[src/rtl/button_pulse_conditioner.sv]
// Push-button front end: two-flop synchroniser, per-button tick-gated
// debounce and single-cycle press pulse with the pressed button's code.
module button_pulse_conditioner #(
    parameter int N_BTN     = 3,
    parameter int DB_CYCLES = 4,
    parameter int CNT_W     = 2
) (
    input  logic             clock_in,
    input  logic             clr,
    input  logic             en_tick,
    input  logic [N_BTN-1:0] bn,
    output logic [N_BTN-1:0] btn_level,
    output logic [N_BTN-1:0] btn_pulse,
    output logic             any_pulse,
    output logic [1:0]       btn_code,
    output logic             multi_press
);

    localparam logic [CNT_W-1:0] CNT_MAX = CNT_W'(DB_CYCLES - 1);

    logic [N_BTN-1:0] s1_q;
    logic [N_BTN-1:0] s2_q;

    logic [CNT_W-1:0] cnt_q [N_BTN];
    logic [CNT_W-1:0] cnt_d [N_BTN];

    logic [N_BTN-1:0] db_q;
    logic [N_BTN-1:0] db_d;
    logic [N_BTN-1:0] lvl_q;

    logic [N_BTN-1:0] pulse_q;
    logic [N_BTN-1:0] pulse_d;
    logic             any_q;
    logic             any_d;
    logic [1:0]       code_q;
    logic [1:0]       code_d;
    logic             multi_q;
    logic             multi_d;

    // Two-flop synchroniser, free-running on every clock edge
    always_ff @(posedge clock_in or negedge clr) begin
        if (!clr) begin
            s1_q <= '0;
            s2_q <= '0;
        end else begin
            s1_q <= bn;
            s2_q <= s2_d_of(s1_q);
        end
    end

    function automatic logic [N_BTN-1:0] s2_d_of(input logic [N_BTN-1:0] v);
        return v;
    endfunction

    // Debounce: count ticks of disagreement, flip the level once it lasts
    always_comb begin
        db_d = db_q;
        for (int i = 0; i < N_BTN; i++) begin
            cnt_d[i] = cnt_q[i];
        end
        if (en_tick) begin
            for (int i = 0; i < N_BTN; i++) begin
                if (s2_q[i] == db_q[i]) begin
                    cnt_d[i] = '0;
                end else if (cnt_q[i] >= CNT_MAX) begin
                    db_d[i]  = ~db_q[i];
                    cnt_d[i] = '0;
                end else begin
                    cnt_d[i] = cnt_q[i] + CNT_W'(1);
                end
            end
        end
    end

    // Debounce state registers
    always_ff @(posedge clock_in or negedge clr) begin
        if (!clr) begin
            for (int i = 0; i < N_BTN; i++) begin
                cnt_q[i] <= '0;
            end
            db_q <= '0;
        end else begin
            for (int i = 0; i < N_BTN; i++) begin
                cnt_q[i] <= cnt_d[i];
            end
            db_q <= db_d;
        end
    end

    // Rising-edge detect on the debounced level; lowest index wins the code
    always_comb begin
        logic [N_BTN-1:0] rise;
        rise    = db_q & ~lvl_q;
        pulse_d = rise;
        any_d   = |rise;
        multi_d = |(rise & (rise - N_BTN'(1)));
        code_d  = code_q;
        for (int i = N_BTN - 1; i >= 0; i--) begin
            if (rise[i]) begin
                code_d = 2'(i);
            end
        end
    end

    // Pulse, strobe and code registers; lvl_q delays the level one cycle
    always_ff @(posedge clock_in or negedge clr) begin
        if (!clr) begin
            lvl_q   <= '0;
            pulse_q <= '0;
            any_q   <= 1'b0;
            code_q  <= 2'd0;
            multi_q <= 1'b0;
        end else begin
            lvl_q   <= db_q;
            pulse_q <= pulse_d;
            any_q   <= any_d;
            code_q  <= code_d;
            multi_q <= multi_d;
        end
    end

    assign btn_level   = db_q;
    assign btn_pulse   = pulse_q;
    assign any_pulse   = any_q;
    assign btn_code    = code_q;
    assign multi_press = multi_q;

endmodule

[config.mk]
export PLATFORM = sky130hd
export DESIGN_NAME = button_pulse_conditioner
export DESIGN_NICKNAME = d
export VERILOG_FILES = /design/src/rtl/button_pulse_conditioner.sv
export SDC_FILE = /design/constraint.sdc
export NUM_CORES = 1
export LEC_CHECK = 0
export CAP_MARGIN = 10
export CORE_ASPECT_RATIO = 1.1
export CORE_MARGIN = 2
export CORE_UTILIZATION = 53
export CTS_BUF_LIST = sky130_fd_sc_hd__clkbuf_2
export CTS_CLUSTER_DIAMETER = 50
export DETAILED_ROUTE_END_ITERATION = 8
export GPL_ROUTABILITY_DRIVEN = 0
export GPL_TIMING_DRIVEN = 0
export PLACE_DENSITY = 0.81
export SETUP_SLACK_MARGIN = 0.5
export SLEW_MARGIN = 10
export SYNTH_ARGS = -nofsm -noshare
export SYNTH_HDL_FRONTEND = slang
export SYNTH_SLANG_ARGS = --single-unit
[constraint.sdc]
create_clock -name clock_in -period 1.33 [get_ports clock_in]
set_input_delay 0.3325 -clock clock_in [delete_from_list [all_inputs] [get_ports clock_in]]
set_output_delay 0.3325 -clock clock_in [all_outputs]
set_load 0.05 [all_outputs]
==> results.txt, run 1 <==
- Among cell families on the critical path, the largest total delay comes from flip-flops.
- Maximum number of pins on one net before global-route repair: 26
- Across the run, the number of max-cap violations was 0.
- The initial utilization of the core area, before any placement, comes to 57.3%.
- Of the cells placed in the final design, the portion with a size suffix greater than 1 is 63.3%.
* Switching share of total power: 42.6%
- In this run the static leakage power is 0.633 nW.
- Post-Synthesis Mean Instance Area: 13.1 sq um
- Max transition margin: 60.5%
* Netlist cell types: 14
- In the routed layout, each cell is associated on average with a via count of 5.50.
- The finished cells cover 1380 sq um.
- Critical Path Fanout Max: 2
- The clock network is responsible for 8.4% of the overall power.
* Cts-stage hold buffer count: 0
- On the worst path, the slowest cell contributes a delay of 0.47 ns.
- Summing all placed instances gives a cell area of 1140 sq um.
- Cell-by-cell trace of the critical path: buf_6
* Post-Synthesis Cell Area: 915 sq um
- Detail-routed net length per standard cell: 16.4 microns
* Number of storage elements in the synthesis netlist: 25
- Drt initial violations: 10
- Together, buffers and inverters on the worst path number 1.
* Failing checks: negative hold slack, negative setup slack
* Worst hold margin: -0.000563 ns
* CTS max path bufs: 2
- Cell with the largest stage delay on the worst path: sky130_fd_sc_hd__dfrtp_2
* Sequential share of the synthesized area: 68.4%
- Clock input transition at the sequential cells of the worst setup and hold paths: 0.25 ns
- The net count of the finished layout is 108.
- Die area: 2070 sq um
- The final max-slew violation count is 0.
- In this run the core area contains 15 standard-cell rows.
- Net load switching power: 1.57 mW
* First-pass detailed-route iteration total: 4
- CTS built an H-tree with a depth of 1.
* Internal power: 2.12 mW
- The area growth from synthesis to layout is 50.8%.
- Setup repair after global routing could not meet its margin everywhere.
- CTS tree: built
* Status: finished with violations
- TritonCTS created 3 clock buffers.
* Pwr per Cell Area: 2670 nW/um^2
- Peak Freq: 0.751 GHz
- Final Critical Period: 1.33 ns
- Global route total overflow: 0
* Area of the placeable core: 1600 sq um
* Most common cell after layout, fill and taps aside: sky130_fd_sc_hd__dfrtp_1
- Crit Path Category: reg -> out
- Num ports: 16
* Vias in the first global route: 637
* Number of port buffers: 15
* Final count of negative-setup-slack endpoints: 1
* Type of destination of the critical path: output pin
* Warning count from the yosys run: 0
- Source-to-sink clock delay at the later pin of the worst-skew pair: 0.37 ns
* Slew at the pin closest to its max-slew limit: 0.593 ns
* Die Height: 47.6 microns
- STA puts the critical path data arrival time at 1.00 ns.
- Across every metal layer, demand over resource in global routing totals 19.0%.
- Clock tree synthesis found a total of 25 sinks.
- Hold violation count in the final report: 3
- In this run, placement finished with an instance count of 102.
- Summed over all nets, the half-perimeter wirelength after detailed placement is 972 microns.
- In this run the remaining antenna-violating nets after routing total 0.
* Startpoint kind of the worst setup timing path: flip-flop
- Across all setup checks in the final design, the least slack found is -0.00157 ns.
- Count of mapped cells out of synthesis: 70
* Fraction of power consumed by sequential logic: 34.3%
* Final wirelength: 1880 microns
* First-pass GRT wire length: 2700 microns
* Crit share post-route: 100%
- Cell at the root of the clock tree: sky130_fd_sc_hd__clkbuf_2
- Most frequent cells in the layout: sky130_fd_sc_hd__dfrtp_1 (17), sky130_fd_sc_hd__buf_4 (9), sky130_fd_sc_hd__buf_6 (9)
* Path type of the worst min-delay path: in -> async
* Horizontal die dimension: 43.6 microns
- IR analysis of the VDD net gives a maximum drop of 1530 uV.
- Via total after detailed routing: 633
- The finished layout holds 115 standard cells, fillers aside.
- Combinational logic is responsible for 57.3% of the overall power.
* Required @ worst endpoint: 1.00 ns
- The number of nets in the synthesized netlist is 79.
- DRC: 0
- Between clock sinks in the finished design, the worst skew comes to 0.0229 ns.
* Number of antenna violations at the first check in global routing: 0
- Antenna Cells: 0
-- logic make-up (layout without fill, tap and decap cells) --
family,Yosys count,count (layout),share of synthesized area (%)
xor gates and xnor gates,3,3,2.87
AOI/OAI and AO/OA,9,9,6.02
muxes,3,3,4.92
adders and majority gates,3,3,4.10
buffers and inverters,8,36,3.69
DFF,25,25,68.4
and+or+nand+nor,19,19,9.99
-- per-layer routing --
metal	track usage [%]	part of all wire, %	up-vias
li1	-	-	283
met1	20.6	37	322
met2	34.4	56	23
met3	3.02	4.1	5
met4	13.9	2.7	0
met5	0	0	-
-- per-stage QoR --
step                worst slack, ns  util [%]  total power, mW  TNS [ns]
floorplan                     0.249         -             2.29         0
global placement             -0.375      71.5             2.66    -10.45
detailed placement           -0.380      71.5             2.72    -10.82
CTS                          0.0203      80.5             3.37         0
global route                -0.0383      86.4             3.86    -0.126
finish                     -0.00157      86.4             3.69  -0.00157
-- sequential cells by signal, summed over array words and instances, names as in the netlist, 2 cells and up --
register and count:
btn_code 2, btn_level 3, btn_pulse 3, cnt_q 6, lvl_q 3, s1_q 3, s2_q 3
-- power by group through the flow --
stage                     Clock [mW]  Sequential (mW)  Combinational (mW)
after global placement             0             1.25                1.41
after global routing           0.335             1.29                2.23
after floorplan                    0             1.75               0.536
after CTS                      0.304             1.24                1.83
after detailed placement           0             1.27                1.45
final                          0.311             1.27                2.11
-- cell usage after synthesis --
library cell	number	area share [%]
sky130_fd_sc_hd__inv_1	7	2.9
sky130_fd_sc_hd__buf_4	1	0.82
sky130_fd_sc_hd__o21a_1	1	0.82
sky130_fd_sc_hd__nand2b_1	1	0.68
sky130_fd_sc_hd__nor2_4	1	1.2
sky130_fd_sc_hd__xnor2_1	3	2.9
sky130_fd_sc_hd__ha_1	3	4.1
sky130_fd_sc_hd__nor2_1	5	2.1
sky130_fd_sc_hd__a21oi_1	2	1.1
sky130_fd_sc_hd__and2b_2	2	1.9
sky130_fd_sc_hd__nand2_1	10	4.1
sky130_fd_sc_hd__dfrtp_1	25	68
sky130_fd_sc_hd__o22ai_1	6	4.1
sky130_fd_sc_hd__mux2_4	3	4.9
-- path summary, 6_finish.rpt --
kind                              start  cells past startpoint  slack (ns)      endpoint
max in group asynchronous           clr                      1        0.89  btn_level[2]
setup reg to reg           btn_level[0]                      4        0.13   btn_code[1]
hold / removal                      clr                      1     -0.0006      cnt_q[4]
min in group clock_in             bn[0]                      1        0.35       s1_q[0]
setup / recovery           btn_level[1]                      1      -0.002  btn_level[1]
hold reg to reg                 s1_q[1]                      0        0.39       s2_q[1]
-- timing repair --
item                       4_1_cts  5_1_grt
gates resized for setup         84       14
setup endpoints to repair       48       25
hold endpoints to repair         0        0
gates cloned                     0        0
setup buffers                    7        2
pin swaps                       10        2
-- worst reg2reg max path, cell delays in order (launching register included) --
cell,delay (ns)
sky130_fd_sc_hd__dfrtp_2,0.47
sky130_fd_sc_hd__buf_4,0.16
sky130_fd_sc_hd__and2b_2,0.24
sky130_fd_sc_hd__nor2_4,0.14
sky130_fd_sc_hd__o21a_1,0.13
-- layout make-up --
cell class,instances,area [sq um]
multi-input cells,37,422
well taps,17,21.3
flip-flops and latches,25,636
clock inverters,1,7.51
fillers,82,216
clock buffers,3,15.0
plain buffers,1,7.51
repair buffers,24,241
inverters,7,28.8
No activity file was read; power rests on OpenSTA's default activity.
==> run 2, diff against run 1 <==
--- a/config.mk
+++ b/config.mk
@@ -6,7 +6,7 @@
 export NUM_CORES = 1
 export LEC_CHECK = 0
 export CAP_MARGIN = 10
-export CORE_ASPECT_RATIO = 1.1
+export CORE_ASPECT_RATIO = 1.25
 export CORE_MARGIN = 2
 export CORE_UTILIZATION = 53
 export CTS_BUF_LIST = sky130_fd_sc_hd__clkbuf_2
==> results.txt, run 2 (synthesis results as in run 1) <==
- Signal arrival time at the worst endpoint: 0.99 ns (was 1.00 ns)
- Unrepaired setup endpoints after global routing: true (unchanged).
* Clock tree sinks: 25 (unchanged)
- Switching share of total power: 42.4% (was 42.6%)
- Most common cell after layout, fill and taps aside: sky130_fd_sc_hd__dfrtp_1 (unchanged)
- Internal power: 2.10 mW (was 2.12 mW)
- Cell with the largest stage delay on the worst path: sky130_fd_sc_hd__dfrtp_2 (unchanged)
- Final Slew Violations: 0 (unchanged)
- Number of buffers inserted during clock tree synthesis: 3 (unchanged)
- The kind of end point of the critical path was an output pin (unchanged).
- The sequential fraction of design power is 34.4% (was 34.3%).
- The final critical-path share of the clock period is 99.8% (was 100%).
- The relative slew slack is 59.7% (was 60.5%).
* Number of levels the H-tree was split into: 1 (unchanged)
- Final Critical Period: 1.33 ns (about the same)
- FF-to-FF End: btn_code[1] (unchanged)
- The final design utilization was 85.6% (was 86.4%).
* Number of antenna violations at the first check in global routing: 0 (unchanged)
- The clock slew seen by the registers of the worst setup and hold paths came to 0.23 ns (was 0.25 ns).
* Lkg Pwr: 0.635 nW (was 0.633 nW)
* Initial core utilization: 57.1% (was 57.3%)
- The type of the worst setup path is reg -> out (unchanged).
- The die outline height was 50.4 microns (was 47.6 microns).
* Area of the placeable core: 1600 sq um (about the same)
- Maximum number of pins on one net before global-route repair: 26 (unchanged)
* Drt initial violations: 4 (was 10)
* # rows: 16 (was 15)
- The layout-stage area growth over the synthesis result came to 49.9% (was 50.8%).
- The net total in the final layout is 110 (was 108).
* Worst setup skew after layout: 0.00721 ns (was 0.0229 ns)
* Status: finished clean (was finished with violations)
* Reg-to-reg slack, setup: 0.08 ns (was 0.13 ns)
* Placed cell count: 103 (was 102)
- First-pass GRT wire length: 2830 microns (was 2700 microns)
- Startpoint kind of the worst setup timing path: flip-flop (unchanged)
- Peak Freq: 0.754 GHz (was 0.751 GHz)
- Num ports: 16 (unchanged)
- Net load switching power: 1.55 mW (was 1.57 mW)
* Proportion of layout cells with a drive suffix above 1: 58.0% (was 63.3%)
- Vias in the first global route: 631 (was 637)
- CTS max path bufs: 2 (unchanged)
- Most frequent cells in the layout: sky130_fd_sc_hd__dfrtp_1 (17), sky130_fd_sc_hd__buf_6 (15), sky130_fd_sc_hd__dfrtp_2 (8) (was sky130_fd_sc_hd__dfrtp_1 (17), sky130_fd_sc_hd__buf_4 (9), sky130_fd_sc_hd__buf_6 (9))
- The number of buffers and inverters on the critical path came to 1 (unchanged).
* Worst stage delay on the critical path: 0.47 ns (about the same)
* Via density per instance: 5.30 (was 5.50)
- Source-to-sink clock delay at the later pin of the worst-skew pair: 0.36 ns (was 0.37 ns)
- The total global-route track usage is 21.3% (was 19.0%).
- Final wirelength: 1900 microns (was 1880 microns)
- The worst-case setup slack after placement came to -0.383 ns (was -0.380 ns).
- Crit path setup slack, layout: 0.00320 ns (was -0.00157 ns)
- Path type of the worst min-delay path: in -> async (unchanged)
* Antenna-violating nets left: 0 (unchanged)
- First-pass detailed-route iteration total: 5 (was 4)
* Slew at the pin closest to its max-slew limit: 0.605 ns (was 0.593 ns)
- The area of the die was 2080 sq um (was 2070 sq um).
- The reg-to-reg startpoint was btn_level[1] (was btn_level[0]).
* Number of port buffers: 15 (unchanged)
- Largest register FFs: 6 (unchanged)
- CTS tree: built (unchanged)
- The final hold violation count came to 0 (was 3).
* DRC: 0 (unchanged)
- The areal power density over the cells is 2670 nW/um^2 (about the same).
* Detail-routed net length per standard cell: 16.1 microns (was 16.4 microns)
- Cell depth of the worst setup path: 1 (unchanged)
* Cell-by-cell trace of the critical path: buf_6 (unchanged)
- Antenna Cells: 0 (unchanged)
- Critical Path Fanout Max: 2 (unchanged)
* Combinational share of power: 57.4% (was 57.3%)
- Clock network fraction of total power: 8.2% (was 8.4%)
- The required time reported for the critical path endpoint came to 1.00 ns (about the same).
* Cell depth of the worst flop-to-flop path: 5 (was 4)
- The worst IR drop on VDD was 1540 uV (was 1530 uV).
* Total power: 3.66 mW (was 3.69 mW)
- Count of non-filler cells in the finished layout: 118 (was 115)
- Via total after detailed routing: 625 (was 633)
- Fill cells: 81 (was 82)
* Global route total overflow: 0 (unchanged)
* MaxCap Viol Count: 0 (unchanged)
- The root buffer cell was sky130_fd_sc_hd__clkbuf_2 (unchanged).
- Placed wire-length estimate: 1050 microns (was 972 microns)
* Final count of negative-setup-slack endpoints: 0 (was 1)
* Most flop-heavy register: cnt_q (unchanged)
- The smallest hold slack is 0.0210 ns (was -0.000563 ns).
- Horizontal die dimension: 41.2 microns (was 43.6 microns)
- The family with the most delay on the worst path was flip-flops (unchanged).
[run 2: layer usage]
metal / global-route usage, % / part of all wire (%) / up-vias
met5: 0 / 0 / -
met4: 12.9 / 2.5 / 0
met3: 3.98 / 3.7 / 5
met2: 35.7 / 59 / 22
met1: 23.0 / 35 / 311
li1: - / - / 287
[run 2: how the worst max path moves through the flow]
stage | start | to | slack (ns)
2_1_floorplan | btn_level[0] | multi_press | 0.25
3_3_place_gp | clr | btn_level[0] | -0.37
3_5_place_dp | clr | btn_level[1] | -0.38
4_1_cts | btn_level[1] | btn_level[1] | 0.03
5_1_grt | btn_level[1] | btn_level[1] | -0.05
6_report | btn_level[2] | btn_level[2] | 0.003
[run 2: through the flow]
| step | setup TNS, ns | cell area, sq um |
|---|---|---|
| after global placement | -10.50 | 1140 |
| after global routing | -0.209 | 1370 |
| after floorplan | 0 | 968 |
| after detailed placement | -10.97 | 1140 |
| final | 0 | 1370 |
| after CTS | 0 | 1290 |
[run 2: repair_timing]
item	in CTS	in global routing
pin swaps	13	5
resized for setup	81	11
hold buffers	0	0
hold endpoints to repair	0	0
endpoints found under the setup margin	48	27
buffers inserted	9	2
[run 2: power groups by stage]
stage / registers (mW) / logic, mW / clock network, mW
6_report: 1.26 / 2.10 / 0.299
5_1_grt: 1.29 / 2.24 / 0.334
4_1_cts: 1.24 / 1.86 / 0.291
3_5_place_dp: 1.27 / 1.47 / 0
3_3_place_gp: 1.25 / 1.42 / 0
2_1_floorplan: 1.75 / 0.536 / 0
[run 2: cell type report]
| class | instances | area, sq um | area share (%) |
|---|---|---|---|
| Timing Repair Buffer | 26 | 264 | 19.3 |
| Multi-Input combinational cell | 37 | 393 | 28.6 |
| Sequential cell | 25 | 636 | 46.4 |
| Inverter | 7 | 28.8 | 2.10 |
| Clock inverter | 1 | 5.00 | 0.365 |
| Clock buffer | 3 | 15.0 | 1.09 |
| Buffer | 1 | 7.51 | 0.547 |
| Tap cell | 18 | 22.5 | 1.64 |
==> patch (config.mk and constraints of run 2) <==
Add an input register stage for `en_tick` and `bn`, with the module's reset; this delays them by one clock.
--- a/src/rtl/button_pulse_conditioner.sv
+++ b/src/rtl/button_pulse_conditioner.sv
@@ -17,6 +17,19 @@
 );
 
     localparam logic [CNT_W-1:0] CNT_MAX = CNT_W'(DB_CYCLES - 1);
+
+    logic en_tick_q;
+    logic [N_BTN-1:0] bn_q;
+
+    always_ff @(posedge clock_in or negedge clr) begin
+        if (!clr) begin
+            en_tick_q <= '0;
+            bn_q      <= '0;
+        end else begin
+            en_tick_q <= en_tick;
+            bn_q      <= bn;
+        end
+    end
 
     logic [N_BTN-1:0] s1_q;
     logic [N_BTN-1:0] s2_q;
@@ -43,7 +56,7 @@
             s1_q <= '0;
             s2_q <= '0;
         end else begin
-            s1_q <= bn;
+            s1_q <= bn_q;
             s2_q <= s2_d_of(s1_q);
         end
     end
@@ -58,7 +71,7 @@
         for (int i = 0; i < N_BTN; i++) begin
             cnt_d[i] = cnt_q[i];
         end
-        if (en_tick) begin
+        if (en_tick_q) begin
             for (int i = 0; i < N_BTN; i++) begin
                 if (s2_q[i] == db_q[i]) begin
                     cnt_d[i] = '0;
Formal check against the unedited RTL: not equivalent (a bounded check fails within 10 cycles, from zero or initial values).
==> patch against run 2 <==
  * Sequential cell count rose by 4
  * First-iteration DRC count rose to 3.0 times the old value
  * Setup slack improved by 9.9 ps
  * Worst hold slack improved by 89 ps
  * Routed wire length rose by 21%
  * Maximum frequency rose by 0.75%
  * Power rose by 15%
  * Sequential share of layout area rose by 0.55 points
  * Area after synthesis rose by 9.7%
  * Final area rose by 15%
  * Synthesized cell count rose by 4.3%
  * Count of clock-buffer cells in the layout rose by 3
==> patch: results (changes against run 2) <==
stage;metric;value;unit;change
sta;skew final;12.7;ps;was 7.21 ps
clocking;CTS Buf Count;5;;was 3
placed_design;dpl cell area;1230;um2;was 1140 um2
grt;first-pass GRT wire length;2.90;mm;was 2.83 mm
critical_path;FF-to-FF End;any_pulse$_DFF_PN0_;;was btn_code[1]$_DFFE_PN0P_
critical_path;reg2reg setup slack;10;ps;was 80 ps
power;Psw;1720;uW;was 1550 uW
outcome;outcome;completed;;unchanged
placed_design;DP Wirelength;1.00;mm;was 1.05 mm
layout;layout cells sized above 1;0.636;;was 0.580
power;VDD IR max;1530;uV;was 1540 uV
placed_design;placed cell count;107;;was 103
logic_synthesis;Area contributors post-synth;dfrtp_1 72%, ha_1 3.7%, o22ai_1 3.7%;;was dfrtp_1 68%, mux2_4 4.9%, ha_1 4.1%
grt;total global-route track usage;0.190;;was 0.213
logic_synthesis;Synth cell types;17;;was 14
critical_path;CP peak stage delay;450;ps;was 470 ps
route;1st-iter DRT viols;12;;was 4
sta;worst slew pin tran;698;ps;was 605 ps
critical_path;Worst Path Max Fanout;4;;was 2
sta;Period minus WS final;1320;ps;was 1330 ps
layout;nets@finish;118;;was 110
route;via count;703;;was 625
clocking;worst skew pair latency;340;ps;was 360 ps
grt;vias in the first global route;650;;was 631
sta;hold_ws;110;ps;was 21.0 ps
power;Clk pwr share;0.100;;was 0.082
grt;largest net degree at the start of global routing;30;;was 26
logic_synthesis;Commonest cells post-synth;29 x dfrtp_1, 9 x nand2_1, 6 x inv_1, 6 x o22ai_1, 5 x nor2_1;;was 25 x dfrtp_1, 10 x nand2_1, 7 x inv_1
critical_path;Worst Reg2Reg Path Length in Cells;4;;was 5
power;P_comb;2350;uW;was 2100 uW
placed_design;Setup WS pre-CTS;-589;ps;was -383 ps
clocking;post-cts resize count;88;;was 81
## patch: cells by family (layout without fill, tap and decap cells)
logic type,Yosys count,in the layout,share of synthesized area
adder cells (fa/ha/maj),4,4,0.0486
flip-flops,29,29,0.723
multiplexers,3,3,0.0337
AND/OR/NAND/NOR,19,19,0.0923
XOR/XNOR,3,3,0.0262
AO/OA/AOI/OAI,7,7,0.0424
buffers and inverters,8,45,0.0337
## patch: worst reg2reg max path, delay by kind of cell, from the launching register on
| family | cells | cell delay (ps) |
|---|---|---|
| AND/OR/NAND/NOR | 2 | 510 |
| flip-flops | 1 | 450 |
| buffers and inverters | 2 | 250 |
## patch: per-layer routing
layer  track usage  vias to the layer above  part of all wire
li1              -                      312                 -
met1         0.205                      349              0.35
met2         0.316                       34              0.55
met3        0.0828                        8             0.065
met4        0.0938                        0             0.027
met5             0                        -                 0
## patch: area by class of cell
| class | count | area [um2] |
|---|---|---|
| Sequential cell | 29 | 738 |
| Multi-Input combinational cell | 36 | 402 |
| Timing Repair Buffer | 29 | 330 |
| Fill cell | 77 | 191 |
| Clock buffer | 6 | 30.0 |
| Inverter | 7 | 28.8 |
| Tap cell | 19 | 23.8 |
| Buffer | 1 | 11.3 |
| Clock inverter | 2 | 10.0 |
## patch: worst max-delay path by stage
stage,from,end,cells after the start
2_1_floorplan,btn_level[1]$_DFFE_PN0P_,any_pulse$_DFF_PN0_,2
3_3_place_gp,clr,btn_level[2]$_DFFE_PN0P_,1
3_5_place_dp,clr,btn_level[2]$_DFFE_PN0P_,1
4_1_cts,btn_level[1]$_DFFE_PN0P_,btn_level[1],1
5_1_grt,btn_level[2]$_DFFE_PN0P_,btn_level[2],1
6_report,btn_level[1]$_DFFE_PN0P_,any_pulse$_DFF_PN0_,4
